## src/rtl/m_wb_uarttx_pkg.sv

```systemverilog
// Shared definitions for the Wishbone UART transmitter: register map,
// STATUS bit positions and the serialiser state encoding.
package m_wb_uarttx_pkg;

  localparam logic UARTTX_DATA   = 1'b0;
  localparam logic UARTTX_STATUS = 1'b1;

  localparam int STAT_FULL    = 0;
  localparam int STAT_EMPTY   = 1;
  localparam int STAT_BUSY    = 2;
  localparam int STAT_OVF     = 3;
  localparam int STAT_CNT_LSB = 8;

  typedef enum logic [1:0] {
    ST_IDLE  = 2'b00,
    ST_START = 2'b01,
    ST_DATA  = 2'b10,
    ST_STOP  = 2'b11
  } txstate_t;

endpackage

```

## src/rtl/m_wb_uarttx_fifo.sv

```systemverilog
// Byte FIFO for the UART transmitter: register array with extra-MSB pointers,
// combinational head read so the serialiser can pop and load in one cycle.
module m_uarttx_fifo
  import m_wb_uarttx_pkg::*;
#(
  parameter int FIFOLOG2 = 3
) (
  input  logic                CLK_I,
  input  logic                RST_I,
  input  logic                push,
  input  logic [7:0]          wdat,
  input  logic                pop,
  output logic [7:0]          rdat,
  output logic                full,
  output logic                empty,
  output logic [FIFOLOG2:0]   count
);

  localparam int DEPTH = 2 ** FIFOLOG2;
  localparam logic [FIFOLOG2:0] PTR_ONE = 1;

  logic [7:0]        r_mem [DEPTH];
  logic [FIFOLOG2:0] r_wptr;
  logic [FIFOLOG2:0] r_rptr;
  logic              w_doPush;
  logic              w_doPop;

  assign empty = (r_wptr == r_rptr);
  assign full  = (r_wptr[FIFOLOG2] != r_rptr[FIFOLOG2]) &&
                 (r_wptr[FIFOLOG2-1:0] == r_rptr[FIFOLOG2-1:0]);
  assign count = r_wptr - r_rptr;
  assign rdat  = r_mem[r_rptr[FIFOLOG2-1:0]];

  // A pop in the same cycle frees a slot, so a push into a full FIFO is kept.
  assign w_doPop  = pop & ~empty;
  assign w_doPush = push & (~full | w_doPop);

  always_ff @(posedge CLK_I) begin
    if (RST_I) begin
      r_wptr <= '0;
      r_rptr <= '0;
    end else begin
      if (w_doPush) r_wptr <= r_wptr + PTR_ONE;
      if (w_doPop)  r_rptr <= r_rptr + PTR_ONE;
    end
  end

  always_ff @(posedge CLK_I) begin
    if (w_doPush) r_mem[r_wptr[FIFOLOG2-1:0]] <= wdat;
  end

endmodule

```

## src/rtl/m_wb_uarttx.sv

```systemverilog
// Wishbone classic slave that queues bytes written to DATA and sends them
// on TXD as 8N1 frames; STATUS exposes FIFO state and a sticky overflow flag.
module m_wb_uarttx
  import m_wb_uarttx_pkg::*;
#(
  parameter int CLKDIV   = 104,
  parameter int FIFOLOG2 = 3
) (
  input  logic        CLK_I,
  input  logic        RST_I,
  input  logic        STB_I,
  input  logic        WE_I,
  input  logic        ADR_I,
  input  logic [3:0]  SEL_I,
  input  logic [31:0] DAT_I,
  output logic [31:0] DAT_O,
  output logic        ACK_O,
  output logic        TXD
);

  localparam int BW = $clog2(CLKDIV);
  localparam logic [BW-1:0] BAUD_RELOAD = BW'(CLKDIV - 1);
  localparam logic [BW-1:0] BAUD_ONE    = BW'(1);

  logic              r_ack;
  logic [31:0]       r_dat;
  logic              r_ovf;
  logic              r_txd;
  txstate_t          r_state;
  logic [BW-1:0]     r_baud;
  logic [2:0]        r_bitIdx;
  logic [7:0]        r_shift;

  logic              w_acc;
  logic              w_push;
  logic              w_statRd;
  logic              w_pop;
  logic              w_ovfEvt;
  logic              w_busy;
  logic              w_full;
  logic              w_empty;
  logic [7:0]        w_head;
  logic [FIFOLOG2:0] w_count;
  logic [31:0]       w_status;
  logic              w_unused;

  assign w_unused = ^{DAT_I[31:8], SEL_I[3:1]};

  m_uarttx_fifo #(.FIFOLOG2(FIFOLOG2)) u_fifo (
    .CLK_I (CLK_I),
    .RST_I (RST_I),
    .push  (w_push),
    .wdat  (DAT_I[7:0]),
    .pop   (w_pop),
    .rdat  (w_head),
    .full  (w_full),
    .empty (w_empty),
    .count (w_count)
  );

  // Side effects happen only in the ack cycle, so one access acts once.
  assign w_acc    = STB_I & r_ack;
  assign w_push   = w_acc & WE_I & (ADR_I == UARTTX_DATA) & SEL_I[0];
  assign w_statRd = w_acc & ~WE_I & (ADR_I == UARTTX_STATUS);
  assign w_pop    = (r_state == ST_IDLE) & ~w_empty;
  assign w_ovfEvt = w_push & w_full & ~w_pop;
  assign w_busy   = (r_state != ST_IDLE) | ~w_empty;

  always_comb begin
    w_status                      = '0;
    w_status[STAT_FULL]           = w_full;
    w_status[STAT_EMPTY]          = w_empty;
    w_status[STAT_BUSY]           = w_busy;
    w_status[STAT_OVF]            = r_ovf;
    w_status[STAT_CNT_LSB +: 8]   = 8'(w_count);
  end

  always_ff @(posedge CLK_I) begin
    if (RST_I) begin
      r_ack <= 1'b0;
      r_dat <= '0;
      r_ovf <= 1'b0;
    end else begin
      r_ack <= STB_I & ~r_ack;
      r_dat <= (STB_I & ~r_ack & ~WE_I & (ADR_I == UARTTX_STATUS)) ? w_status : '0;
      // A fresh overflow beats the clear-on-read.
      if (w_ovfEvt)      r_ovf <= 1'b1;
      else if (w_statRd) r_ovf <= 1'b0;
    end
  end

  always_ff @(posedge CLK_I) begin
    if (RST_I) begin
      r_state  <= ST_IDLE;
      r_txd    <= 1'b1;
      r_baud   <= '0;
      r_bitIdx <= '0;
      r_shift  <= '0;
    end else begin
      case (r_state)
        ST_IDLE: begin
          r_txd <= 1'b1;
          if (!w_empty) begin
            r_shift <= w_head;
            r_baud  <= BAUD_RELOAD;
            r_txd   <= 1'b0;
            r_state <= ST_START;
          end
        end
        ST_START: begin
          if (r_baud == '0) begin
            r_baud   <= BAUD_RELOAD;
            r_bitIdx <= 3'd0;
            r_txd    <= r_shift[0];
            r_state  <= ST_DATA;
          end else begin
            r_baud <= r_baud - BAUD_ONE;
          end
        end
        ST_DATA: begin
          if (r_baud == '0) begin
            r_baud <= BAUD_RELOAD;
            if (r_bitIdx == 3'd7) begin
              r_txd   <= 1'b1;
              r_state <= ST_STOP;
            end else begin
              r_shift  <= r_shift >> 1;
              r_txd    <= r_shift[1];
              r_bitIdx <= r_bitIdx + 3'd1;
            end
          end else begin
            r_baud <= r_baud - BAUD_ONE;
          end
        end
        ST_STOP: begin
          if (r_baud == '0) begin
            r_txd   <= 1'b1;
            r_state <= ST_IDLE;
          end else begin
            r_baud <= r_baud - BAUD_ONE;
          end
        end
        default: r_state <= ST_IDLE;
      endcase
    end
  end

  assign ACK_O = r_ack;
  assign DAT_O = r_dat;
  assign TXD   = r_txd;

endmodule

```

## config.mk

```make
export PLATFORM = sky130hd
export DESIGN_NAME = m_wb_uarttx
export DESIGN_NICKNAME = d
export VERILOG_FILES = /design/src/rtl/m_wb_uarttx_pkg.sv /design/src/rtl/m_wb_uarttx_fifo.sv /design/src/rtl/m_wb_uarttx.sv
export SDC_FILE = /design/constraint.sdc
export NUM_CORES = 1
export LEC_CHECK = 0
export ABC_CLOCK_PERIOD_IN_PS = 2500
export BUFFER_PORTS_ARGS = -buffer_cell sky130_fd_sc_hd__clkbuf_2
export CAP_MARGIN = 20
export CORE_ASPECT_RATIO = 0.8
export CORE_UTILIZATION = 51
export CTS_CLUSTER_SIZE = 40
export DETAILED_ROUTE_END_ITERATION = 8
export GPL_ROUTABILITY_DRIVEN = 0
export PLACE_DENSITY = 0.84
export SYNTH_ARGS = -nofsm -noshare
export SYNTH_HDL_FRONTEND = slang
export SYNTH_SLANG_ARGS = --single-unit
```

## constraint.sdc

```tcl
create_clock -name CLK_I -period 2.5 [get_ports CLK_I]
set_input_delay 0.25 -clock CLK_I [delete_from_list [all_inputs] [get_ports CLK_I]]
set_output_delay 0.25 -clock CLK_I [all_outputs]
set_load 0.03 [all_outputs]
```

==> results.sh, run 1 <==
export IMPL_required_ns=2.57
export IMPL_synth_seq_cells=106
export IMPL_synth_seq_area_share_pct=57.4
export IMPL_clockBufferDepth=2
export IMPL_via_count=3093
export IMPL_synth_edf_count=64
export IMPL_cts_resized=0
export IMPL_coreArea_mm2=0.00911
export IMPL_ys_flop_type="edfxtp_1"
export IMPL_clkSlewWorstSetupHoldPaths_ns=0.07
export IMPL_grt_usage_pct=20.3
export IMPL_power_leakage_uw=0.00194
export IMPL_path_class="register to register"
export IMPL_max_cap_violations=0
export IMPL_antenna_found_initial=0
export IMPL_grt_pass1_wl_mm=15.1
export IMPL_clock_sinks=106
export IMPL_setup_viol=0
export IMPL_grt_max_degree=28
export IMPL_seq_area_mm2=0.00276
export IMPL_rsz0062_at_grt="false"
export IMPL_wire_per_inst_um=18.1
export IMPL_viasPerCell=5.78
export IMPL_routed_wl_mm=9.67
export IMPL_clock_skew_ns=0.0154
export IMPL_power_density_mw_per_mm2=926
export IMPL_syn_to_final_growth_pct=12.1
export IMPL_cts_setup_buffers=0
export IMPL_hold_path_class="input pin to register"
export IMPL_io_pins=75
export IMPL_multiInputGateArea_mm2=0.00183
export IMPL_finalNetCount=471
export IMPL_fillers=663
export IMPL_syn_area_per_cell_um2=12.7
export IMPL_finalPower_uw=5000
export IMPL_cp_end_kind="register"
export IMPL_worst_ep_arrival_time_ns=2.41
export IMPL_initial_core_util_pct=52.8
export IMPL_ant_nets=0
export IMPL_synth_distinct_cells=58
export IMPL_max_slew_margin_pct=55.6
export IMPL_setup_slack_ns=0.158
export IMPL_fp_dieH_um=88.9
export IMPL_report_final_slew_viol_count=0
export IMPL_die_area_mm2=0.00983
export IMPL_synthArstFlopShare_pct=0
export IMPL_cts_max_level=3
export IMPL_clk_latency_ns=0.35
export IMPL_reg2regPathDepth=7
export IMPL_hold_buffers=0
export IMPL_yosys_warnings=0
export IMPL_critPathMaxFanout=5
export IMPL_cts_buffers=9
export IMPL_synth_top_area_cell="edfxtp_1"
export IMPL_final_util_pct=59.2
export IMPL_grt_ovfl_total=0
export IMPL_hpwl_mm=6.26
export IMPL_clockRootBuffer="clkbuf_16"
export IMPL_period_minus_slack_ns=2.34
export IMPL_drt_pass1_iterations=4
export IMPL_period_share_pct=93.7
export IMPL_worstSetupStartpointType="register"
export IMPL_worst_pin_slew_ns=0.666
export IMPL_antenna_cells=0
export IMPL_cts_tree="yes"
export IMPL_whs_path_depth=1
export IMPL_hold_viol=0
export IMPL_timing_setup_tns_ns=0
export IMPL_drcViolationCount=0
export IMPL_synth_common_cells="edfxtp_1, dfxtp_1, nand2_1"
export IMPL_dieWidth_um=111
export IMPL_drt_initial_drc_count=197
export IMPL_synth_area_top_cells="edfxtp_1, dfxtp_1, mux4_2"
export IMPL_portBuffers=23
export IMPL_ir_drop_mv=0.439
export IMPL_drive_gt1_share_pct=21.2
export IMPL_syn_area_mm2=0.00481
export IMPL_place_ws_ns=0.150
export IMPL_synth_most_common_cell="edfxtp_1"
export IMPL_synthCells=378
export IMPL_fp_row_count=31
export IMPL_max_freq_mhz=427
export IMPL_grt_pass1_vias=2989
export IMPL_status="finished clean"
export IMPL_synth_top_area_share_pct=39.9
-- stage by stage --
stage	std cells	cell area [µm²]	hold slack, ns
final	535	5400	0.170
after CTS	535	5380	0.170
after global placement	519	5070	0.433
after global routing	535	5400	0.176
after floorplan	401	4920	0.349
after detailed placement	519	5070	0.438
-- layer usage --
layer / track usage, % / share of wire (%) / vias to the layer above / wire length, µm
met2: 35.0 / 50 / 102 / 4880
li1: - / - / 1434 / -
met5: 0 / 0 / - / 0
met1: 24.7 / 42 / 1537 / 4080
met4: 9.21 / 2.6 / 0 / 255
met3: 5.02 / 4.7 / 20 / 454
-- final cells by class --
| type | count | share of cell area (%) |
|---|---|---|
| Tap cell | 115 | 2.67 |
| Clock buffer | 9 | 4.17 |
| Clock inverter | 7 | 1.65 |
| Multi-Input combinational cell | 233 | 34.0 |
| Sequential cell | 106 | 51.2 |
| Timing Repair Buffer | 42 | 4.78 |
| Inverter | 23 | 1.60 |
-- critical path, cell delays in order (launching register included) --
cell	delay (ns)
dfxtp_1	0.36
inv_1	0.09
ha_1	0.35
and3_1	0.26
a311oi_4	0.40
nand2_1	0.21
nor3_4	0.21
buf_4	0.18
-- report_power, final --
part	total (µW)	leakage, µW	switching [µW]	internal, µW
registers	2070	0.000916	91.2	1980
logic	1460	0.000866	880	580
clock network	1470	0.000155	669	802
-- registers in the layout, indices dropped and copies added, names as in the netlist, named ones only --
signal	cells
r_ovf	1
r_baud	7
r_state	2
DAT_O	8
u_fifo.r_wptr	4
r_bitIdx	3
u_fifo.r_mem	64
ACK_O	1
TXD	1
u_fifo.r_rptr	4
r_shift	8
-- kinds of logic (layout without fill, tap and decap cells) --
kind of cell	after synthesis	count (layout)	synth area share, %
other cells	1	24	0.0779
simple gates	90	90	9.49
flops	106	106	57.4
mux	25	25	9.36
compound gates	73	73	11.4
buf+inv	62	81	7.02
xor+xnor	6	6	1.25
fa+ha+maj	15	15	4.06
-- final timing paths --
path | from | endpoint | slack [ns]
setup / recovery | u_fifo.r_rptr[2] | u_fifo.r_mem[4][7] | 0.16
hold / removal | DAT_I[0] | u_fifo.r_mem[1][0] | 0.17
setup reg to reg | u_fifo.r_rptr[2] | u_fifo.r_mem[4][7] | 0.16
hold reg to reg | r_shift[7] | r_shift[7] | 0.46
-- cells in the final DEF (no fill, tap or decap), drive strengths merged, types with 2 or more instances in the layout --
cell      n
xor2      3
a221oi    5
ha       14
o21ai    15
conb     24
buf      19
dfxtp    42
nor2b     3
xnor2     3
a311oi    3
a32oi     2
nand2    29
o2111ai   3
nand3    10
nor4      3
nor2     25
mux4     16
clkbuf   32
a221o     3
inv      27
clkinv    2
edfxtp   64
and3      2
o211ai    7
mux2i     9
nor3      8
a22o      7
a21o      5
a31oi     3
a21oi    12
or4       2
Note: power is estimated with default switching activity, not from simulation.
==> run 2: changes to the inputs <==
--- a/config.mk
+++ b/config.mk
@@ -8,12 +8,14 @@
 export ABC_CLOCK_PERIOD_IN_PS = 2500
 export BUFFER_PORTS_ARGS = -buffer_cell sky130_fd_sc_hd__clkbuf_2
 export CAP_MARGIN = 20
+export CELL_PAD_IN_SITES_DETAIL_PLACEMENT = 1
+export CELL_PAD_IN_SITES_GLOBAL_PLACEMENT = 1
 export CORE_ASPECT_RATIO = 0.8
-export CORE_UTILIZATION = 51
+export CORE_UTILIZATION = 41
 export CTS_CLUSTER_SIZE = 40
 export DETAILED_ROUTE_END_ITERATION = 8
 export GPL_ROUTABILITY_DRIVEN = 0
-export PLACE_DENSITY = 0.84
+export PLACE_DENSITY = 0.83
 export SYNTH_ARGS = -nofsm -noshare
 export SYNTH_HDL_FRONTEND = slang
 export SYNTH_SLANG_ARGS = --single-unit
==> results.sh, run 2 (synthesized netlist as in run 1, its figures left out) <==
export IMPL_status="finished clean"
export IMPL_required_ns=2.56
export IMPL_max_slew_margin_pct=52.3
export IMPL_cp_slowest_cell="a311oi_2"
export IMPL_drt_initial_drc_count=149
export IMPL_grt_pass1_vias=3265
export IMPL_path_class="register to register"
export IMPL_grt_usage_pct=18.7
export IMPL_timing_setup_tns_ns=0
export IMPL_setup_viol=0
export IMPL_hold_path_class="input pin to register"
export IMPL_period_share_pct=93.8
export IMPL_crit_end="u_fifo.r_mem[4][0]"
export IMPL_drcViolationCount=0
export IMPL_worst_ep_arrival_time_ns=2.40
export IMPL_reg2reg_slack_ns=0.15
export IMPL_syn_to_final_growth_pct=12.2
export IMPL_ir_drop_mv=0.407
export IMPL_fp_dieH_um=98.9
export IMPL_clk_latency_ns=0.34
export IMPL_hpwl_mm=7.35
export IMPL_ant_nets=0
export IMPL_io_pins=75
export IMPL_grt_max_degree=28
export IMPL_coreArea_mm2=0.0111
export IMPL_final_common_cell="edfxtp_1"
export IMPL_clkSlewWorstSetupHoldPaths_ns=0.07
export IMPL_max_freq_mhz=426
export IMPL_r2r_start="u_fifo.r_wptr[0]"
export IMPL_cts_tree="yes"
export IMPL_path_delay_family="simple AND/OR/NAND/NOR gates"
export IMPL_antenna_found_initial=1
export IMPL_finalPower_uw=4880
export IMPL_cts_buffers=9
export IMPL_grt_ovfl_total=0
export IMPL_hold_buffers=0
export IMPL_grt_pass1_wl_mm=17.1
export IMPL_drt_pass1_iterations=4
export IMPL_setup_worst_path_start="u_fifo.r_wptr[0]"
export IMPL_drive_gt1_share_pct=21.8
export IMPL_rsz0062_at_grt="false"
export IMPL_cp_end_kind="register"
export IMPL_dieWidth_um=123
export IMPL_via_count=3035
export IMPL_max_stage_delay_ns=0.42
export IMPL_die_area_mm2=0.0122
export IMPL_fin_hold_ws_ns=0.178
export IMPL_report_final_slew_viol_count=0
export IMPL_hold_viol=0
export IMPL_clock_skew_ns=0.00821
export IMPL_clockBufferDepth=2
export IMPL_wire_per_inst_um=18.2
export IMPL_initial_core_util_pct=43.2
export IMPL_portBuffers=23
export IMPL_fp_row_count=34
export IMPL_period_minus_slack_ns=2.35
export IMPL_crit_buf_inv=2
export IMPL_viasPerCell=5.36
export IMPL_crit_chain="inv_1 -> ha_1 -> and3_1 -> a311oi_2 -> nand2_1 -> nor3_2 -> buf_4"
export IMPL_worstReg2RegEnd="u_fifo.r_mem[4][0]"
export IMPL_largest_reg_flops=64
export IMPL_clock_sinks=106
export IMPL_power_density_mw_per_mm2=904
export IMPL_cts_max_level=3
export IMPL_routed_wl_mm=10.3
export IMPL_cp_depth=7
export IMPL_most_common_layout_cells="edfxtp_1, dfxtp_1, nand2_1"
export IMPL_worst_pin_slew_ns=0.715
export IMPL_clockRootBuffer="clkbuf_16"
export IMPL_antenna_cells=0
export IMPL_worstSetupStartpointType="register"
export IMPL_critPathMaxFanout=4
export IMPL_max_cap_violations=0
export IMPL_reg2regPathDepth=7
export IMPL_power_leakage_uw=0.00194
export IMPL_finalNetCount=474
-- run 2: through the flow --
stage | area [µm²] | setup slack (ns) | std cells | utilization, %
6_report | 5400 | 0.154 | 566 | 48.5
5_1_grt | 5400 | 0.0285 | 566 | 48.5
4_1_cts | 5400 | 0.0673 | 566 | 48.5
3_5_place_dp | 5120 | 0.100 | 551 | 46.0
3_3_place_gp | 5120 | 0.242 | 551 | 46.0
2_1_floorplan | 4920 | 0.102 | 401 | -
-- run 2: power by group --
| part | total [µW] | internal [µW] | switching [µW] |
|---|---|---|---|
| registers | 2070 | 1980 | 89.8 |
| clock network | 1320 | 682 | 633 |
| logic | 1500 | 592 | 911 |
| total | 4880 | 3250 | 1630 |
-- run 2: repair_timing --
| item | in CTS | in global routing |
|---|---|---|
| endpoints found under the hold margin | 0 | 0 |
| setup buffers | 0 | 0 |
| setup endpoints to repair | 0 | 24 |
| gates resized for setup | 0 | 1 |
-- run 2: worst min path at each step --
stage / from / endpoint / slack, ns / cells after the start
3_5_place_dp: r_ovf / DAT_O[3] / 0.44 / 2
5_1_grt: DAT_I[4] / u_fifo.r_mem[4][4] / 0.18 / 1
6_report: DAT_I[1] / u_fifo.r_mem[1][1] / 0.18 / 1
2_1_floorplan: DAT_I[0] / u_fifo.r_mem[0][0] / 0.35 / 0
3_3_place_gp: r_shift[7] / r_shift[7] / 0.43 / 1
4_1_cts: DAT_I[1] / u_fifo.r_mem[0][1] / 0.17 / 1
-- run 2: worst register-to-register path, cell delays in order (launching register included) --
cell      delay [ns]
dfxtp_1         0.34
inv_1           0.09
ha_1            0.32
and3_1          0.23
a311oi_2        0.42
nand2_1         0.22
nor3_2          0.23
buf_4           0.21
-- run 2: layout make-up --
class,count,area [µm²]
multi-input combinational,233,1820
inverter,23,86.3
fill,1166,5740
sequential,106,2760
clock inverter,6,50.0
tap,144,180
clock buffer,9,225
timing repair buffer,45,280
-- run 2: routing by layer --
| metal | vias to the layer above | part of all wire, % | global-route usage, % |
|---|---|---|---|
| met5 | - | 0 | 0 |
| met4 | 0 | 0.94 | 4.73 |
| met3 | 8 | 4.1 | 4.46 |
| met2 | 75 | 52 | 32.0 |
| met1 | 1507 | 43 | 23.8 |
| li1 | 1445 | - | - |
==> run 3: changes to the inputs <==
--- a/config.mk
+++ b/config.mk
@@ -15,7 +15,7 @@
 export CTS_CLUSTER_SIZE = 40
 export DETAILED_ROUTE_END_ITERATION = 8
 export GPL_ROUTABILITY_DRIVEN = 0
-export PLACE_DENSITY = 0.83
+export PLACE_DENSITY_LB_ADDON = 0.1
 export SYNTH_ARGS = -nofsm -noshare
 export SYNTH_HDL_FRONTEND = slang
 export SYNTH_SLANG_ARGS = --single-unit
==> results.sh, run 3 (synthesized netlist as in run 1, its figures left out) <==
export IMPL_status="finished clean"
export IMPL_dieWidth_um=123
export IMPL_report_final_slew_viol_count=0
export IMPL_most_common_layout_cells="edfxtp_1, dfxtp_1, nand2_1"
export IMPL_antenna_cells=0
export IMPL_seq_area_mm2=0.00276
export IMPL_via_count=3071
export IMPL_reg2regPathDepth=7
export IMPL_initial_core_util_pct=43.2
export IMPL_path_class="register to register"
export IMPL_clkSlewWorstSetupHoldPaths_ns=0.07
export IMPL_fin_cells=569
export IMPL_multiInputGateArea_mm2=0.00183
export IMPL_largest_reg_flops=64
export IMPL_power_density_mw_per_mm2=915
export IMPL_cts_buffers=9
export IMPL_period_minus_slack_ns=2.35
export IMPL_share_comb_of_total_power_pct=31.2
export IMPL_clockBufferDepth=2
export IMPL_switching_share_pct=33.8
export IMPL_placed_cells=553
export IMPL_grt_usage_pct=18.8
export IMPL_drcViolationCount=0
export IMPL_rsz0062_at_grt="false"
export IMPL_cp_end_kind="register"
export IMPL_hold_buffers=0
export IMPL_finalNetCount=476
export IMPL_worst_pin_slew_ns=0.695
export IMPL_grt_ovfl_total=0
export IMPL_viasPerCell=5.40
export IMPL_clockPowerShare_pct=27.2
export IMPL_clockRootBuffer="clkbuf_16"
export IMPL_fp_row_count=34
export IMPL_p_switching_uw=1680
export IMPL_hpwl_mm=7.36
export IMPL_worstSetupStartpointType="register"
export IMPL_grt_pass1_wl_mm=16.9
export IMPL_required_ns=2.56
export IMPL_period_share_pct=94.1
export IMPL_power_frac_seq_pct=41.5
export IMPL_io_pins=75
export IMPL_drive_gt1_share_pct=21.9
export IMPL_wire_per_inst_um=18.6
export IMPL_ant_nets=0
export IMPL_worstReg2RegEnd="u_fifo.r_mem[1][2]"
export IMPL_clock_skew_ns=0.00546
export IMPL_whs_endpoint="u_fifo.r_mem[3][2]"
export IMPL_r2r_start="u_fifo.r_rptr[2]"
export IMPL_cts_tree="yes"
export IMPL_hold_viol=0
export IMPL_grt_max_degree=28
export IMPL_drt_initial_drc_count=134
export IMPL_p_int_uw=3290
export IMPL_final_common_cell="edfxtp_1"
export IMPL_clk_latency_ns=0.34
export IMPL_max_cap_violations=0
export IMPL_reg2reg_slack_ns=0.15
export IMPL_coreArea_mm2=0.0111
export IMPL_max_freq_mhz=425
export IMPL_grt_pass1_vias=3151
export IMPL_max_slew_margin_pct=53.7
export IMPL_timing_setup_tns_ns=0
export IMPL_cts_max_level=3
export IMPL_setup_viol=0
export IMPL_min_from="DAT_I[2]"
export IMPL_critPathMaxFanout=5
export IMPL_worst_ep_arrival_time_ns=2.41
export IMPL_routed_wl_mm=10.6
export IMPL_hold_path_class="input pin to register"
export IMPL_portBuffers=23
export IMPL_ir_drop_mv=0.422
export IMPL_whs_path_depth=1
export IMPL_drt_pass1_iterations=6
export IMPL_power_leakage_uw=0.00194
export IMPL_syn_to_final_growth_pct=12.9
export IMPL_antenna_found_initial=0
export IMPL_fillers=1177
export IMPL_fp_dieH_um=98.9
export IMPL_clock_sinks=106
export IMPL_die_area_mm2=0.0122
==> run 3: worst max-delay path by stage <==
stage                     startpoint            endpoint  slack, ns  cells past startpoint
finish              u_fifo.r_rptr[2]  u_fifo.r_mem[1][2]       0.15                      7
global route        u_fifo.r_rptr[2]  u_fifo.r_mem[1][0]       0.03                      7
CTS                 u_fifo.r_rptr[2]  u_fifo.r_mem[1][2]       0.12                      7
detailed placement  u_fifo.r_rptr[2]  u_fifo.r_mem[1][2]       0.17                      7
global placement    u_fifo.r_rptr[2]  u_fifo.r_mem[1][0]       0.16                      7
floorplan           u_fifo.r_wptr[0]  u_fifo.r_mem[1][0]       0.10                      6
==> run 3: area by class of cell <==
type                       instances  area share (%)
clock buffer                      10            4.21
clock inverter                     6           0.967
inverter                          23            1.59
multi-input combinational        233            33.6
sequential                       106            50.9
tap                              144            3.32
timing repair buffer              47            5.44
==> run 3: layer usage <==
metal	routed length [µm]	part of all wire (%)	vias up	GRT usage, %
met5	0	0	-	0
met4	119	1.1	0	5.28
met3	267	2.5	12	4.22
met2	4840	46	49	28.9
met1	5330	50	1565	26.7
li1	-	-	1445	-
==> run 3: per-stage QoR <==
step                power (µW)  area, µm²  setup slack [ns]  hold slack [ns]  utilization (%)
floorplan                 3260       4920             0.102            0.349                -
global placement          3610       5140             0.161            0.437             46.1
detailed placement        3650       5140             0.167            0.436             46.1
CTS                       5020       5420             0.121            0.171             48.6
global route              5230       5430            0.0334            0.185             48.7
finish                    4970       5430             0.147            0.186             48.7
==> run 3: worst max-delay path: stages, from the launching register on <==
cell	delay (ns)
dfxtp_1	0.35
inv_1	0.08
ha_1	0.35
and3_1	0.26
a311oi_4	0.38
nand2_1	0.18
nor2_1	0.25
buf_4	0.21
==> run 3: repair_timing <==
| action | CTS | global route |
|---|---|---|
| resized for setup | 0 | 1 |
| setup buffers | 0 | 0 |
| endpoints found under the setup margin | 0 | 8 |
==> run 3: power by group through the flow <==
stage               combinational, µW  sequential, µW  clock [µW]
floorplan                        1170            2090           0
global placement                 1510            2100           0
detailed placement               1550            2100           0
CTS                              1550            2070        1400
global route                     1710            2080        1440
finish                           1550            2060        1350
